<file path="config.mk">
export PLATFORM = sky130hd
export DESIGN_NAME = fifo_tx_serializer
export DESIGN_NICKNAME = d
export VERILOG_FILES = /design/src/rtl/fifo_tx_serializer.sv
export SDC_FILE = /design/constraint.sdc
export NUM_CORES = 1
export LEC_CHECK = 0
export ABC_CLOCK_PERIOD_IN_PS = 7800
export BUFFER_PORTS_ARGS = -buffer_cell sky130_fd_sc_hd__buf_4
export CAP_MARGIN = 0
export CORE_MARGIN = 8
export CORE_UTILIZATION = 62
export CTS_CLUSTER_SIZE = 14
export DETAILED_ROUTE_END_ITERATION = 7
export PLACE_DENSITY = 0.85
export RECOVER_POWER = 50
export SETUP_SLACK_MARGIN = 0.5
export SYNTH_ARGS = -nofsm -noshare
export SYNTH_HDL_FRONTEND = slang
export SYNTH_SLANG_ARGS = --single-unit
</file>
<file path="constraint.sdc">
create_clock -name clock -period 7.8 [get_ports clock]
set_input_delay 0 -clock clock [delete_from_list [all_inputs] [get_ports clock]]
set_output_delay 0 -clock clock [all_outputs]
set_load 0.03 [all_outputs]
</file>
<file path="src/rtl/fifo_tx_serializer.sv">
// Pulls bytes from the upstream byte FIFO and shifts each one out as an
// asynchronous serial frame (start, 8 data LSB first, optional parity, stop).
module fifo_tx_serializer #(
  parameter int unsigned CLKS_PER_BIT = 16,
  parameter bit          PARITY_EN    = 1'b0,
  parameter bit          PARITY_ODD   = 1'b0
) (
  input  logic        clock,
  input  logic        reset,
  input  logic        enable,
  input  logic        empty,
  input  logic [7:0]  DATAIN,
  output logic        rn,
  output logic        txd,
  output logic        busy,
  output logic [15:0] frames_sent
);

  typedef enum logic [2:0] {
    IDLE,
    FETCH,
    LOAD,
    START,
    DATA,
    PARITY,
    STOP
  } state_t;

  localparam logic [15:0] BAUD_LAST = 16'(CLKS_PER_BIT - 1);

  state_t      state, state_next;
  logic [7:0]  shreg, shreg_next;
  logic        par_acc, par_next;
  logic [2:0]  bit_cnt, bit_next;
  logic [15:0] baud_cnt, baud_next;
  logic        rn_next;
  logic        txd_next;
  logic        busy_next;
  logic [15:0] frames_next;
  logic        baud_last;

  assign baud_last = (baud_cnt == BAUD_LAST);

  // All outputs are registered; reset drops the frame and forces the line idle.
  always_ff @(posedge clock or negedge reset) begin
    if (!reset) begin
      state       <= IDLE;
      shreg       <= 8'h00;
      par_acc     <= 1'b0;
      bit_cnt     <= 3'd0;
      baud_cnt    <= 16'd0;
      rn          <= 1'b0;
      txd         <= 1'b1;
      busy        <= 1'b0;
      frames_sent <= 16'd0;
    end else begin
      state       <= state_next;
      shreg       <= shreg_next;
      par_acc     <= par_next;
      bit_cnt     <= bit_next;
      baud_cnt    <= baud_next;
      rn          <= rn_next;
      txd         <= txd_next;
      busy        <= busy_next;
      frames_sent <= frames_next;
    end
  end

  // Next-state logic; txd_next is the level for the bit that starts at the coming edge.
  always_comb begin
    state_next  = state;
    shreg_next  = shreg;
    par_next    = par_acc;
    bit_next    = bit_cnt;
    baud_next   = baud_cnt;
    rn_next     = 1'b0;
    txd_next    = txd;
    busy_next   = busy;
    frames_next = frames_sent;

    case (state)
      IDLE: begin
        txd_next  = 1'b1;
        baud_next = 16'd0;
        bit_next  = 3'd0;
        if (enable && !empty) begin
          state_next = FETCH;
          rn_next    = 1'b1;
          busy_next  = 1'b1;
        end
      end

      FETCH: begin
        state_next = LOAD;
      end

      LOAD: begin
        shreg_next = DATAIN;
        par_next   = ^DATAIN;
        txd_next   = 1'b0;
        baud_next  = 16'd0;
        bit_next   = 3'd0;
        state_next = START;
      end

      START: begin
        if (baud_last) begin
          baud_next  = 16'd0;
          txd_next   = shreg[0];
          state_next = DATA;
        end else begin
          baud_next = baud_cnt + 16'd1;
        end
      end

      DATA: begin
        if (baud_last) begin
          baud_next = 16'd0;
          if (bit_cnt == 3'd7) begin
            if (PARITY_EN) begin
              txd_next   = par_acc ^ PARITY_ODD;
              state_next = PARITY;
            end else begin
              txd_next   = 1'b1;
              state_next = STOP;
            end
          end else begin
            bit_next   = bit_cnt + 3'd1;
            shreg_next = {1'b0, shreg[7:1]};
            txd_next   = shreg[1];
          end
        end else begin
          baud_next = baud_cnt + 16'd1;
        end
      end

      PARITY: begin
        if (baud_last) begin
          baud_next  = 16'd0;
          txd_next   = 1'b1;
          state_next = STOP;
        end else begin
          baud_next = baud_cnt + 16'd1;
        end
      end

      // Chaining straight into FETCH keeps the inter-frame gap at two cycles.
      STOP: begin
        txd_next = 1'b1;
        if (baud_last) begin
          baud_next   = 16'd0;
          frames_next = frames_sent + 16'd1;
          if (enable && !empty) begin
            state_next = FETCH;
            rn_next    = 1'b1;
          end else begin
            state_next = IDLE;
            busy_next  = 1'b0;
          end
        end else begin
          baud_next = baud_cnt + 16'd1;
        end
      end

      default: begin
        state_next = IDLE;
        txd_next   = 1'b1;
        busy_next  = 1'b0;
      end
    endcase
  end

endmodule

</file>
# After elaboration in Yosys (flattened, before gate mapping)
# Index checks and enable logic that the tools add are counted.
# word_totals
reg_bits,49
latch_bits,0
mem_bits_rw,0
romBits,0
output_inout_bits,19
word_cells,72
mem_count,0
# classes
n_addsub,3
mul,0
n_div,0
magnitude_cmp,0
eq_ne,16
shifts,0
n_mux,28
bitwise_logic,2
reduce_logical,15
# op_table
operator,n
$add 16x1->16 const B,2
$pmux 16 s2,1
$mux 3,8
$pmux 3 s7,1
$eq 16x4->1 const B,1
$mux 16,1
$mux 8,2
$ne 2x2->1 const B,8
$pmux 8 s2,1
$eq 3x3->1 const B,4
$mux 1,10
$reduce_and 4->1,2
$eq 3x2->1 const B,2
$pmux 3 s2,1
$reduce_and 3->1,2
$reduce_and 6->1,1
$reduce_bool 2->1,3
$pmux 1 s5,1
$reduce_or 5->1,1
$reduce_or 4->1,1
$add 3x1->3 const B,1
$eq 3x1->1 const B,1
$logic_not 3->1,1
$pmux 1 s3,1
6 further kinds,7

# Logic depth before layout (Yosys ltp)
# depth
depth_word,5
ltp_mapped,7

# Worst setup path before layout
# No wires, ideal clock.
# synth_timing
path_kind,register to register
startpoint,reg baud_cnt[13]
endpoint,reg bit_cnt[0]
arrival_ns,2.360
t_required_ns,7.675
slack_ns,5.315
path_stages_with_launch,7
period_less_slack_ns,2.485
cell_sequence,dfrtp_1 > or4_4 > or4_1 > buf_2 > or3_4 > a21o_1 > mux2_2
# synth_between
elab_chain_cells,3
# synth_lines
element,line_no,source
start: declaration,35,"logic [15:0] baud_cnt, baud_next;"
start signal: assignment,61,baud_cnt <= baud_next;
$eq 16x4->1,42,assign baud_last = (baud_cnt == BAUD_LAST);
$ne 2x2->1 (no line),n/a,
$reduce_and 3->1 (no line),n/a,
end signal: assignment,60,bit_cnt <= bit_next;
end: declaration,34,"logic [2:0] bit_cnt, bit_next;"
# No other way between the ends.
# A chain may end at the register's enable or synchronous reset.

# Worst setup path after layout
# layout_timing
startpoint,reg baud_cnt[10]
endpoint,reg shreg[4]
# layout_between
elab_chain_cells,3
# layout_lines
element,line_no,source
$eq 16x4->1,42,
$ne 2x2->1 (no line),n/a,
$reduce_and 3->1 (no line),n/a,
end signal: assignment,58,shreg <= shreg_next;
end: declaration,32,"logic [7:0] shreg, shreg_next;"
# No other way between the ends.

==> flow_summary.toml <==
[run_status]
status = "finished, violations left"
violations = "max-capacitance violations, max-slew violations"

[timing]
tightest_slew_ps = 2610
timing.final.ws_setup_ps = 5090
setup_viol = 0
fin_crit_ps = 2710
relSlewSlack = -0.741
rsz0062_at_grt = "no"
hold_viol = 0
skew_ps = 9.30
hold_ws_ps = 141
drv_slew = 50
fin_tns_setup_ps = 0
fin_crit_sh = 0.348
max_freq_mhz = 368

[clock_network]
cts.path.max_buffers = 2
htree_num_levels = 2
cts.clk_slew.worst_paths_ps = 90
clock-root-buffer = "clkbuf_8"
post-cts-setup-buffers = 0
clock_latency_ps = 310
tritoncts = "built"
cts_buffers = 5
cts_sinks = 49
cts_resized = 0

[job]
cap_violations = 1

[setup_path]
arrival_ps = 2860
crit_required_ps = 7950
critPathKind = "register to register"
start_kind = "register"
critPathMaxFanout = 8
endpoint_kind = "register"

[grt]
grt_pass1_wl_um = 10100
grt_max_degree = 50
first_global_vias = 2150
overflow = 0
antenna_found_initial = 0
grt_use_total = 0.195

[floorplanning]
core_sq_mm = 0.00400
dieHeight_um = 80.6
start_util = 0.646
die_area_sq_mm = 0.00649
die_w_um = 80.6
ios = 31
rows = 23

[synthesis]
yosysSeqAreaShare = 0.475
syn_area_per_cell_sq_um = 9.13
synth_area_leaders = "dfrtp_1 46%, nand2_1 4.4%, o21ai_0 4.3%"
synth-edff-count = 0
yosys_most_used_dff = "dfrtp_1"
synth_top_area_share = 0.465
yosys_warnings = 0
synth_most_common_cell = "dfrtp_1"
netlist_instances = 283
syn_nets = 299
synthTopCellsByCount = "48 x dfrtp_1, 30 x nand2_1, 26 x nor2_1, 22 x o21ai_0"
synthesis.area_sq_mm = 0.00258
ys_ff_latch = 49
async_reset_ff_frac = 1.00
synth_cell_type_count = 42
yosys.area.top_type = "dfrtp_1"

[finish]
antenna_cells = 0
finish.instance_area_sq_mm = 0.00300
syn2layout_area_growth_pct = 15.9
final_nets = 333
fin_cells = 368
fillers = 298
drive_gt1_frac = 0.123

[place]
dp_hpwl_um = 4060
gp_congestion = 0.861
dp_slack_ps = 5150
dp_cells = 352
port_buffers = 30
place_area_sq_mm = 0.00283

[power_and_ir_drop]
netSwitchingFraction = 0.210
power_density_mw_per_mm2 = 156
ir_drop_uv = 123
switchingPower_mw = 0.0982
p_leak_nw = 1.38
p_clk_frac = 0.411
p_seq_frac = 0.551
comb_power_share = 0.038
p_int_mw = 0.369

[drt]
routedWlPerCell_um = 16.4
wl_um = 6020
first_pass_iters = 4
viasPerCell = 6.25
drc = 0
drt.antenna.violating_nets = 0
drt_iter0_drc = 142
vias = 2300

[hold_path]
hold_path.class = "input port to register"
## sequential cells by signal, summed over array words and instances, names as in the netlist
name,cells
busy,1
rn,1
bit_cnt,3
frames_sent,16
state,3
txd,1
shreg,8
baud_cnt,16
## stage by stage
step,util,power [mW]
6_report,0.749,0.467
3_3_place_gp,0.708,0.277
5_1_grt,0.749,0.481
2_1_floorplan,-,0.267
4_1_cts,0.758,0.468
3_5_place_dp,0.708,0.277
## worst paths after layout
| path | to | depth (start not counted) | slack [ps] | from |
|---|---|---|---|---|
| setup / recovery | shreg[4]$_DFFE_PN0P_ | 5 | 5090 | baud_cnt[10]$_DFFE_PN0P_ |
| hold / removal | rn$_DFF_PN0_ | 3 | 140 | enable |
| setup reg to reg | shreg[4]$_DFFE_PN0P_ | 5 | 5090 | baud_cnt[10]$_DFFE_PN0P_ |
| hold reg to reg | frames_sent[15]$_DFFE_PN0P_ | 1 | 490 | frames_sent[15]$_DFFE_PN0P_ |
| max in group asynchronous | shreg[2]$_DFFE_PN0P_ | 2 | 5250 | reset |
| min in group asynchronous | rn$_DFF_PN0_ | 2 | 1060 | reset |
## placed cells by master (no fill, tap or decap), types with 7 or more instances in the layout
master,n
and3_1,8
o21ai_0,22
nand2_1,30
nand3_1,8
clkbuf_1,10
nand4_1,9
dfrtp_1,48
buf_4,21
a21oi_1,13
nor2_1,26
o221ai_1,7
xnor2_1,11
dlygate4sd3_1,8
a31oi_1,14
inv_1,14
## cell families (layout without fill, tap and decap cells)
| kind of cell | Yosys count | in the layout | share of synthesized area |
|---|---|---|---|
| multiplexers | 2 | 2 | 0.00871 |
| XOR/XNOR | 16 | 16 | 0.0542 |
| AO/OA/AOI/OAI | 74 | 74 | 0.182 |
| AND/OR/NAND/NOR | 112 | 112 | 0.223 |
| buffers and inverters | 26 | 61 | 0.0387 |
| adder cells (fa/ha/maj) | 4 | 4 | 0.0194 |
| flip-flops | 49 | 49 | 0.475 |
## routing by layer
metal	routed length, um	vias up	track usage
met2	2810	92	0.311
met5	0	-	0
met1	2670	1099	0.247
met4	93	0	0.0709
met3	443	10	0.0525
li1	-	1099	-
## worst max-delay path, stage by stage (launching register included)
cell and delay [ps]:
dfrtp_1 440, or4_4 550, or4_1 650, or3_4 380, a21oi_2 360, o221ai_1 170
## final cells by class
type / count / area [sq um] / share of cell area
multi-input cells: 208 / 1260 / 0.420
flip-flops and latches: 49 / 1230 / 0.410
repair buffers: 39 / 275 / 0.0919
clock buffers: 6 / 82.6 / 0.0276
well taps: 50 / 62.6 / 0.0209
inverters: 14 / 52.6 / 0.0175
clock inverters: 2 / 37.5 / 0.0125
## timing repair
| item | CTS | global route |
|---|---|---|
| endpoints found under the setup margin | 0 | 0 |
| hold endpoints to repair | 55 | 0 |
| hold buffers | 8 | 0 |
## power by group through the flow
stage / clock (mW) / sequential [mW] / combinational, mW
after global routing: 0.204 / 0.257 / 0.0202
after CTS: 0.193 / 0.257 / 0.0180
after detailed placement: 0 / 0.262 / 0.0148
after global placement: 0 / 0.262 / 0.0145
final: 0.192 / 0.257 / 0.0179
after floorplan: 0 / 0.263 / 0.00401
(Power assumes the default switching activity.)
